## config.mk

```make
export PLATFORM = sky130hd
export DESIGN_NAME = cmd_stream_tx
export DESIGN_NICKNAME = d
export VERILOG_FILES = /design/src/rtl/cmd_stream_tx.sv
export SDC_FILE = /design/constraint.sdc
export NUM_CORES = 1
export LEC_CHECK = 0
export CORE_MARGIN = 2
export CORE_UTILIZATION = 50
export DETAILED_ROUTE_END_ITERATION = 10
export PLACE_DENSITY = 0.8
export SLEW_MARGIN = 5
export SYNTH_ARGS = -nofsm -noshare
export SYNTH_HDL_FRONTEND = slang
export SYNTH_SLANG_ARGS = --single-unit
export TNS_END_PERCENT = 5
```

## constraint.sdc

```tcl
create_clock -name clk -period 4.3 [get_ports clk]
set_clock_uncertainty 0.05 [all_clocks]
set_input_delay 0.86 -clock clk [delete_from_list [all_inputs] [get_ports clk]]
set_output_delay 0.86 -clock clk [all_outputs]
set_load 0.005 [all_outputs]
```

## src/rtl/cmd_stream_tx.sv

```systemverilog
// cmd_stream_tx: serializes one structured command into a byte stream
// and optionally waits for a single response byte.
module cmd_stream_tx #(
    parameter int MAX_PAYLOAD    = 16,
    parameter int TIMEOUT_CYCLES = 4096,
    parameter int LEN_W          = $clog2(MAX_PAYLOAD + 1)
) (
    input  logic                     clk,
    input  logic                     rstn,
    input  logic                     req_valid,
    output logic                     req_ready,
    input  logic [7:0]               req_opcode,
    input  logic [LEN_W-1:0]         req_len,
    input  logic [8*MAX_PAYLOAD-1:0] req_payload,
    input  logic                     req_expect_rsp,
    output logic                     cmd_m_valid,
    input  logic                     cmd_m_ready,
    output logic [7:0]               cmd_m_data,
    input  logic                     rsp_s_valid,
    output logic                     rsp_s_ready,
    input  logic [7:0]               rsp_s_data,
    output logic                     done,
    output logic                     done_timeout,
    output logic [7:0]               done_rsp,
    output logic [7:0]               stray_count
);

    typedef logic [7:0] byte_t;

    typedef enum logic [2:0] {
        IDLE,
        SEND_OP,
        SEND_PAYLOAD,
        WAIT_RSP,
        DONE
    } state_t;

    localparam int TO_W = (TIMEOUT_CYCLES > 1) ? $clog2(TIMEOUT_CYCLES) : 1;
    localparam logic [TO_W-1:0] TO_LIM =
        TO_W'((TIMEOUT_CYCLES > 0) ? TIMEOUT_CYCLES - 1 : 0);
    localparam logic [LEN_W-1:0] MAX_LEN = LEN_W'(MAX_PAYLOAD);
    localparam bit TO_EN = (TIMEOUT_CYCLES != 0);

    state_t                     r_state;
    state_t                     w_next;
    byte_t                      r_opcode;
    logic [8*MAX_PAYLOAD-1:0]   r_payload;
    logic [LEN_W-1:0]           r_len;
    logic                       r_expect;
    logic [LEN_W-1:0]           r_idx;
    logic [TO_W-1:0]            r_tcnt;
    byte_t                      r_done_rsp;
    logic                       r_done_to;
    byte_t                      r_stray;

    byte_t                      w_pay_byte;
    logic                       w_sending;
    logic                       w_byte_acc;
    logic                       w_last_byte;
    logic                       w_rsp_hit;
    logic                       w_timeout;
    logic                       w_enter_wait;
    logic                       w_enter_done;

    assign w_sending   = (r_state == SEND_OP) || (r_state == SEND_PAYLOAD);
    assign w_byte_acc  = w_sending && cmd_m_ready;
    assign w_last_byte = ((r_state == SEND_OP) && (r_len == '0)) ||
                         ((r_state == SEND_PAYLOAD) &&
                          (r_idx == r_len - LEN_W'(1)));
    assign w_rsp_hit   = (r_state == WAIT_RSP) && rsp_s_valid;
    assign w_timeout   = TO_EN && (r_state == WAIT_RSP) && !rsp_s_valid &&
                         (r_tcnt == TO_LIM);
    assign w_enter_wait = (w_next == WAIT_RSP) && (r_state != WAIT_RSP);
    assign w_enter_done = (w_next == DONE) && (r_state != DONE);

    assign rsp_s_ready  = 1'b1;
    assign done_timeout = r_done_to;
    assign done_rsp     = r_done_rsp;
    assign stray_count  = r_stray;

    // Select the payload byte addressed by the send index.
    always_comb begin
        w_pay_byte = '0;
        for (int i = 0; i < MAX_PAYLOAD; i++) begin
            if (r_idx == LEN_W'(i)) begin
                w_pay_byte = r_payload[8*i +: 8];
            end
        end
    end

    // State register.
    always_ff @(posedge clk or negedge rstn) begin
        if (!rstn) begin
            r_state <= IDLE;
        end else begin
            r_state <= w_next;
        end
    end

    // Next-state logic.
    always_comb begin
        w_next = r_state;
        unique case (r_state)
            IDLE: begin
                if (req_valid) begin
                    w_next = SEND_OP;
                end
            end
            SEND_OP, SEND_PAYLOAD: begin
                if (w_byte_acc) begin
                    if (w_last_byte) begin
                        w_next = r_expect ? WAIT_RSP : DONE;
                    end else begin
                        w_next = SEND_PAYLOAD;
                    end
                end
            end
            WAIT_RSP: begin
                if (w_rsp_hit || w_timeout) begin
                    w_next = DONE;
                end
            end
            DONE: begin
                w_next = IDLE;
            end
            default: begin
                w_next = IDLE;
            end
        endcase
    end

    // Outputs decoded from the registered state only.
    always_comb begin
        req_ready   = 1'b0;
        cmd_m_valid = 1'b0;
        cmd_m_data  = 8'h00;
        done        = 1'b0;
        unique case (r_state)
            IDLE: begin
                req_ready = rstn;
            end
            SEND_OP: begin
                cmd_m_valid = 1'b1;
                cmd_m_data  = r_opcode;
            end
            SEND_PAYLOAD: begin
                cmd_m_valid = 1'b1;
                cmd_m_data  = w_pay_byte;
            end
            DONE: begin
                done = 1'b1;
            end
            default: begin
            end
        endcase
    end

    // Capture the request at acceptance and step the payload index.
    always_ff @(posedge clk or negedge rstn) begin
        if (!rstn) begin
            r_opcode  <= '0;
            r_payload <= '0;
            r_len     <= '0;
            r_expect  <= 1'b0;
            r_idx     <= '0;
        end else if ((r_state == IDLE) && req_valid) begin
            r_opcode  <= req_opcode;
            r_payload <= req_payload;
            r_len     <= (req_len > MAX_LEN) ? MAX_LEN : req_len;
            r_expect  <= req_expect_rsp;
            r_idx     <= '0;
        end else if ((r_state == SEND_PAYLOAD) && w_byte_acc &&
                     !w_last_byte) begin
            r_idx <= r_idx + LEN_W'(1);
        end
    end

    // Response wait counter, cleared on entry to WAIT_RSP.
    always_ff @(posedge clk or negedge rstn) begin
        if (!rstn) begin
            r_tcnt <= '0;
        end else if (w_enter_wait) begin
            r_tcnt <= '0;
        end else if (r_state == WAIT_RSP) begin
            r_tcnt <= r_tcnt + TO_W'(1);
        end
    end

    // Completion result, updated once per command and held until the next.
    always_ff @(posedge clk or negedge rstn) begin
        if (!rstn) begin
            r_done_rsp <= '0;
            r_done_to  <= 1'b0;
        end else if (w_enter_done) begin
            if (w_rsp_hit) begin
                r_done_rsp <= rsp_s_data;
                r_done_to  <= 1'b0;
            end else if (w_timeout) begin
                r_done_rsp <= '0;
                r_done_to  <= 1'b1;
            end else begin
                r_done_rsp <= '0;
                r_done_to  <= 1'b0;
            end
        end
    end

    // Saturating count of response bytes that arrive with nobody waiting.
    always_ff @(posedge clk or negedge rstn) begin
        if (!rstn) begin
            r_stray <= '0;
        end else if (rsp_s_valid && (r_state != WAIT_RSP) &&
                     (r_stray != 8'hFF)) begin
            r_stray <= r_stray + 8'd1;
        end
    end

endmodule
```

* After elaboration in Yosys (flattened, before gate mapping) *
Cells that the tools add are included.

word-level totals
  register bits after elaboration = 179
  input bits = 155
  output and inout port bits = 29
  logic and storage cells = 99

cells by class
  $add $sub $neg = 4
  order comparisons = 1
  equal/unequal tests = 26
  multiplexer cells = 34
  reductions and logical operators = 24

operators with widths
  operator                                              count
  2-to-1 mux 8 bit                                      17
  equality test 5 x 4 -> 1 bit (second input constant)  8
  2-to-1 mux 12 bit                                     2
  equality test 5 x 3 -> 1 bit (second input constant)  4
  one-hot mux 8 bit (2 select lines)                    1
  2-to-1 mux 3 bit                                      5
  2-to-1 mux 5 bit                                      3
  logical AND 1 bit                                     13
  adder 12 x 1 -> 12 bit (second input constant)        1
  equality test 12 bit (second input constant)          1
  equality test 5 x 2 -> 1 bit (second input constant)  2
  logical NOT 5 bit                                     2
  equality test 3 x 2 -> 1 bit (second input constant)  3
  one-hot mux 3 bit (3 select lines)                    1
  adder 8 x 1 -> 8 bit (second input constant)          1
  inequality test 8 bit (second input constant)         1
  equality test 3 bit (second input constant)           2
  adder 5 x 1 -> 5 bit (second input constant)          1
  equality test 5 x 1 -> 1 bit (second input constant)  1
  equality test 5 bit                                   1
  > comparator 5 bit (second input constant)            1
  2-to-1 mux 1 bit                                      5
  subtractor 5 x 1 -> 5 bit (second input constant)     1
  nonzero test 2 bit                                    2
  7 further kinds                                       10

* Logic depth before layout (Yosys ltp) *
Gate-level depths: netlist of the first run.

  word-level depth = 18
  mapped depth = 12
  gate-level depth less buffers = 8

* Worst setup path before layout of the first run *
OpenSTA, ideal clock, no wires.

  path kind = register to output
  from = register r_idx[0]
  to = output cmd_m_data[4]
  arrival time = 2.599 ns
  required time = 3.390 ns
  path slack = 0.791 ns
  cell stages (with the launch flop) = 13
  path buffers = 4
  path through = dfrtp_1 -> ha_1 -> clkbuf_1 -> clkbuf_1 -> clkbuf_1 -> and3_1 -> ha_1 -> clkbuf_1 -> and2_1 -> a31oi_1 -> o21ai_0 -> a31oi_1 -> o21ai_0

between the ends
  word-level cells in the longest chain between the ends = 18
  elaborated cells on any way between the ends = 33
  those cells by class = eq/ne (15); mux (17); reduce/logical (1)

RTL lines
  what                                    RTL line  RTL
  from (decl)                             50        logic [LEN_W-1:0] r_idx;
  from (signal assigned)                  174       r_idx <= r_idx + LEN_W'(1);
  logical NOT 5 bit                       85        if (r_idx == LEN_W'(i)) begin
  2-to-1 mux 8 bit (15 in series)         85
  2-to-1 mux 8 bit (*)                    85
  one-hot mux 8 bit (2 select lines) (*)  138       unique case (r_state)
  to (decl)                               18        output logic [7:0] cmd_m_data,

Every way passes the cells marked *; elsewhere a longest branch is shown, timed or not.

* Worst setup path in the final report of the first run *
  from = register r_idx[0]
  to = output cmd_m_data[5]

The elaborated chain is that of the path after synthesis.

==> results of run 1 <==
==> cell usage in the layout (no fill, tap or decap), types with 8 or more instances in the layout <==
master,n
nand2b_1,8
and3_1,10
nand2_1,430
nor2b_1,16
nand4_1,9
o21ai_0,51
inv_1,38
buf_4,20
xnor2_1,8
xor2_1,8
a22oi_1,10
nor3_1,9
clkbuf_16,17
clkdlybuf4s50_1,181
o31ai_1,12
dfrtp_1,179
a21oi_1,36
a211oi_1,8
nand3b_1,11
o32ai_1,8
nand3_1,21
nor2_1,26
==> stage by stage <==
step	cells	power (mW)
CTS	1503	7.41
floorplan	1113	4.76
detailed placement	1472	5.90
global route	1503	7.93
finish	1503	7.43
global placement	1472	5.81
==> per-layer routing <==
| layer | part of all wire, % | wire length [um] | vias up | GRT usage, % |
|---|---|---|---|---|
| li1 | - | - | 4046 | - |
| met1 | 44 | 11600 | 4091 | 37.9 |
| met2 | 48 | 12600 | 351 | 44.2 |
| met3 | 6.6 | 1740 | 31 | 4.65 |
| met4 | 1.7 | 452 | 0 | 7.28 |
| met5 | 0 | 0 | - | 0 |
==> final cells by class <==
cell class	instances	area share, %
Clock buffer	20	3.79
Clock inverter	11	0.891
Inverter	38	1.21
Multi-Input combinational cell	824	37.0
Sequential cell	179	38.0
Tap cell	229	2.43
Timing Repair Buffer	202	16.7
==> power groups by stage <==
stage / Clock [mW] / Combinational (mW) / Sequential (mW)
after floorplan: 0 / 1.93 / 2.83
after global placement: 0 / 2.72 / 3.09
after detailed placement: 0 / 2.81 / 3.09
after CTS: 1.50 / 2.84 / 3.08
after global routing: 1.57 / 3.18 / 3.18
final: 1.48 / 2.84 / 3.10
==> synth_stat cells (11+ instances only) <==
| library cell | number | area (um^2) |
|---|---|---|
| nand2_1 | 431 | 1620 |
| dfrtp_1 | 179 | 4480 |
| o21ai_0 | 52 | 260 |
| inv_1 | 38 | 143 |
| a21oi_1 | 37 | 185 |
| clkbuf_1 | 36 | 135 |
| nor2_1 | 26 | 97.6 |
| buf_2 | 22 | 110 |
| nand3_1 | 21 | 105 |
| nor2b_1 | 16 | 100 |
| o31ai_1 | 12 | 90.1 |
| nand3b_1 | 11 | 82.6 |
==> final timing paths <==
path | end | cells past startpoint | slack [ns]
max | cmd_m_data[5] | 8 | 0.12
min | done_rsp[2] | 1 | 0.22
max reg2reg | r_tcnt[11] | 7 | 1.55
min reg2reg | r_payload[79] | 2 | 0.43
max in group asynchronous | r_payload[79] | 2 | 2.72
min in group clk | r_payload[79] | 2 | 0.43
==> state kept, by name, indices dropped and copies added (netlist names) <==
name	flops
r_payload	128
r_tcnt	12
done_rsp	8
r_opcode	8
stray_count	8
r_idx	5
r_len	5
r_state	3
done_timeout	1
r_expect	1
==> kinds of logic after synthesis <==
| family | count (synthesis) |
|---|---|
| mux | 7 |
| flops | 179 |
| fa+ha+maj | 8 |
| other cells | 1 |
| xor+xnor | 16 |
| simple gates | 590 |
| compound gates | 202 |
| buf+inv | 110 |
==> timing repair <==
action | in CTS | in global routing
gates resized for setup | 0 | 5
hold buffers | 0 | 0
setup endpoints to repair | 0 | 5
==> out/results.tsv, run 1 <==
metric	value	unit
status	complete, no violations	
synthFlopType	dfrtp_1	
die_area	19700	um^2
grt_use_total	27.1	%
worst_path_max_delay_cell	clkdlybuf4s50_1	
drive_gt1_share	6.44	%
antenna_found_initial	0	
powerDensity	630	nW/um^2
final_area	11800	um^2
end_kind	primary output	
syn_area_per_cell	8.35	um^2
cts_max_path_buffers	2	
cp_num_buf_inv	2	
place.gp.congestion	0.956	
fin_util	65.2	%
synth_compound_area_share	15.0	%
muxShareOfSynthArea	0.808	%
post-place-ws	0.571	ns
initial_core_util	51.4	%
cts_setup_buffers	0	
drc	0	
multi_input_area	4370	um^2
pwr-share-clk	20.0	%
via_per_inst	5.67	
port-buffer-count	182	
seq_power_share	41.8	%
detail_route.wl_per_cell	17.6	um
die_h	140	um
ys_seq_elements	179	
cp-start-kind	flop	
vias	8519	
peakVddDrop	0.000354	V
maxSlewViolCount	0	
clock.fmax	239	MHz
clk_latency	0.43	ns
placed_area	11200	um^2
ys_warn_count	0	
hold_violations	0	
clock-sinks	179	
cp.required	3.39	ns
seq_area	4480	um^2
crit_family	compound AO/OA/AOI/OAI gates	
root_buffer	clkbuf_16	
die_w	140	um
cts_tree	done	
p_switching	2.93	mW
std_cell_rows	49	
ys_async_sr_fraction	100	%
synth_top_family_by_area	simple AND/OR/NAND/NOR gates	
htree_levels	4	
grt_overflow	0	
synth_cell_type_count	76	
hold_class	input port to async pin	
ant_nets	0	
core_area	18100	um^2
wl	26.4	mm
sw_frac_of_total	39.5	%
timing.final.ws_setup	0.118	ns
synth_edf_count	0	
crit_chain	inv_1, ha_1, or3b_1, o32ai_1, a22oi_1, a221o_1, a21oi_2, clkdlybuf4s50_1	
crit_path_max_fanout	7	
setup_tns	0	ns
n_fill_cell	1481	
intPower	4.50	mW
fin_crit	4.18	ns
finalSetupViolCount	0	
hpwlAfterDp	19.1	mm
worst_slew_pin_slew	0.982	ns
yosys.area_share.simple	28.3	%
leakage	5.47	nW
cpPeakStageDelay	0.53	ns
netlist_instances	1113	
holdWs	0.225	ns
cp-startpoint	r_idx[0]	
cap_viol_max_count	0	
path_class	flop to primary output	
synth-xor-area-share	1.51	%
synth_area	9290	um^2
io_pins	184	
final.period_utilization	97.3	%
first_global_vias	8347	
first_pass_iters	6	
cts_buffers	17	
reg2reg_from	r_len[0]	
cp.arrival	3.27	ns
drtIter0Drc	1095	
nNetsFinal	1425	
seq_area_frac_synth	48.2	%
syn-num-nets	1276	
grt_setup_unrepaired	false	
area_growth	27.0	%
grt_pass1_wl	42.7	mm
grt_max_degree	87	
comb_power_share	38.2	%
antenna_cells	0	
path_clk_slew	0.07	ns
slew_headroom	34.5	%
synth_fa_ha_area_share	1.08	%
Note: power is estimated with default switching activity, not from simulation.
==> inputs of run 2 (changes only) <==
Clock period 4.3 ns to 5.1 ns, I/O delays scaled along.
==> out/results.tsv, run 2 (synthesis results as in run 1) <==
metric	value	unit
finalSetupViolCount	0	
cts_buffers	17	
hold_class	input port to async pin	
powerDensity	534	nW/um^2
grt_max_degree	84	
end_kind	primary output	
status	complete, no violations	
drc	0	
leakage	5.45	nW
final.period_utilization	94.3	%
hold_violations	0	
ant_nets	0	
final_area	11800	um^2
cts_tree	done	
path_clk_slew	0.08	ns
clock-sinks	179	
worst_slew_pin_slew	0.987	ns
mostFrequentLayoutCell	nand2_1	
initial_core_util	51.4	%
cp-start-kind	flop	
drive_gt1_share	5.91	%
post-place-ws	0.810	ns
cts_max_path_buffers	2	
place.gp.congestion	0.923	
hpwlAfterDp	19.1	mm
path_class	flop to primary output	
std_cell_rows	49	
cp.required	4.03	ns
final_cells	1499	
die_w	140	um
crit_path_max_fanout	19	
die_h	140	um
top_register	r_payload	
cp-startpoint	r_idx[0]	
largest_reg_flops	128	
ctsHoldBuffers	0	
clock.fmax	208	MHz
drtIter0Drc	846	
via_per_inst	5.64	
die_area	19700	um^2
cp.arrival	3.74	ns
grt_overflow	0	
nNetsFinal	1420	
r2r_cells	6	
slew_headroom	34.2	%
final_cell_mix	nand2_1, clkdlybuf4s50_1, dfrtp_1	
cp-endpoint	cmd_m_data[4]	
maxSlewViolCount	0	
r2r_setup_slack	2.12	ns
area_growth	26.8	%
antenna_found_initial	0	
first_global_vias	8494	
setup_tns	0	ns
rr_endpoint	r_tcnt[11]	
dp_cells	1467	
core_area	18100	um^2
htree_levels	4	
detail_route.wl_per_cell	17.6	um
cts_setup_buffers	0	
grt_pass1_wl	43.5	mm
vias	8459	
port-buffer-count	182	
placed_area	11200	um^2
cts_resized	0	
io_pins	184	
largestRegisters	r_payload x128, r_tcnt x12	
antenna_cells	0	
grt_use_total	27.7	%
root_buffer	clkbuf_16	
cap_viol_max_count	0	
timing.final.ws_setup	0.290	ns
wl	26.5	mm
clk_latency	0.44	ns
reg2reg_from	r_idx[2]	
grt_setup_unrepaired	false	
first_pass_iters	5	
fin_crit	4.81	ns
peakVddDrop	0.000292	V
## run 2: cell count changes in the layout (fill, tap and decap cells not counted), sizes merged
cell | previous run | this run
buf | 21 | 16
clkbuf | 20 | 19
clkinv | 6 | 2
clkinvlp | 1 | 4
inv | 41 | 44
## run 2: area by class of cell
cell class / count / area, um^2
Timing Repair Buffer: 197 / 1940
Fill cell: 1502 / 6300
Clock inverter: 13 / 143
Sequential cell: 179 / 4480
Clock buffer: 19 / 443
Tap cell: 229 / 287
Inverter: 38 / 143
Multi-Input combinational cell: 824 / 4350
## run 2: per-layer routing
| metal | up-vias | GRT usage [%] | part of all wire, % |
|---|---|---|---|
| met1 | 4059 | 38.2 | 45 |
| met5 | - | 0 | 0 |
| met2 | 326 | 45.0 | 47 |
| li1 | 4035 | - | - |
| met3 | 39 | 4.89 | 6.2 |
| met4 | 0 | 8.35 | 1.9 |
## run 2: critical path, stage by stage (launching register included)
cell and delay, ns:
dfrtp_1 0.46, inv_1 0.14, ha_1 0.56, or3b_1 0.53, o32ai_1 0.28, o21ai_0 0.20, and3_1 0.25, o21ai_0 0.33
clkdlybuf4s50_1 0.58
## run 2: worst min-delay path by stage
stage,endpoint,startpoint,slack (ns),cells past startpoint
2_1_floorplan,r_payload[78],r_payload[78],0.39,2
5_1_grt,r_tcnt[7],rstn,0.42,1
3_3_place_gp,r_payload[93],r_payload[93],0.41,2
3_5_place_dp,r_payload[54],r_payload[54],0.41,2
4_1_cts,r_tcnt[11],rstn,0.41,1
6_report,r_tcnt[11],rstn,0.41,1
## run 2: power by group
group | internal (mW) | switching [mW] | leakage, nW
sequential | 2.07 | 0.531 | 2.24
clock | 0.704 | 0.613 | 0.274
combinational | 1.02 | 1.36 | 2.93
total | 3.79 | 2.50 | 5.45
## run 2: per-stage QoR
step	hold slack (ns)	utilization (%)	total power, mW
final	0.411	65.1	6.29
after global routing	0.415	65.1	6.71
after CTS	0.409	65.1	6.29
after detailed placement	0.412	61.9	4.96
after global placement	0.407	61.9	4.87
after floorplan	0.387	-	4.01
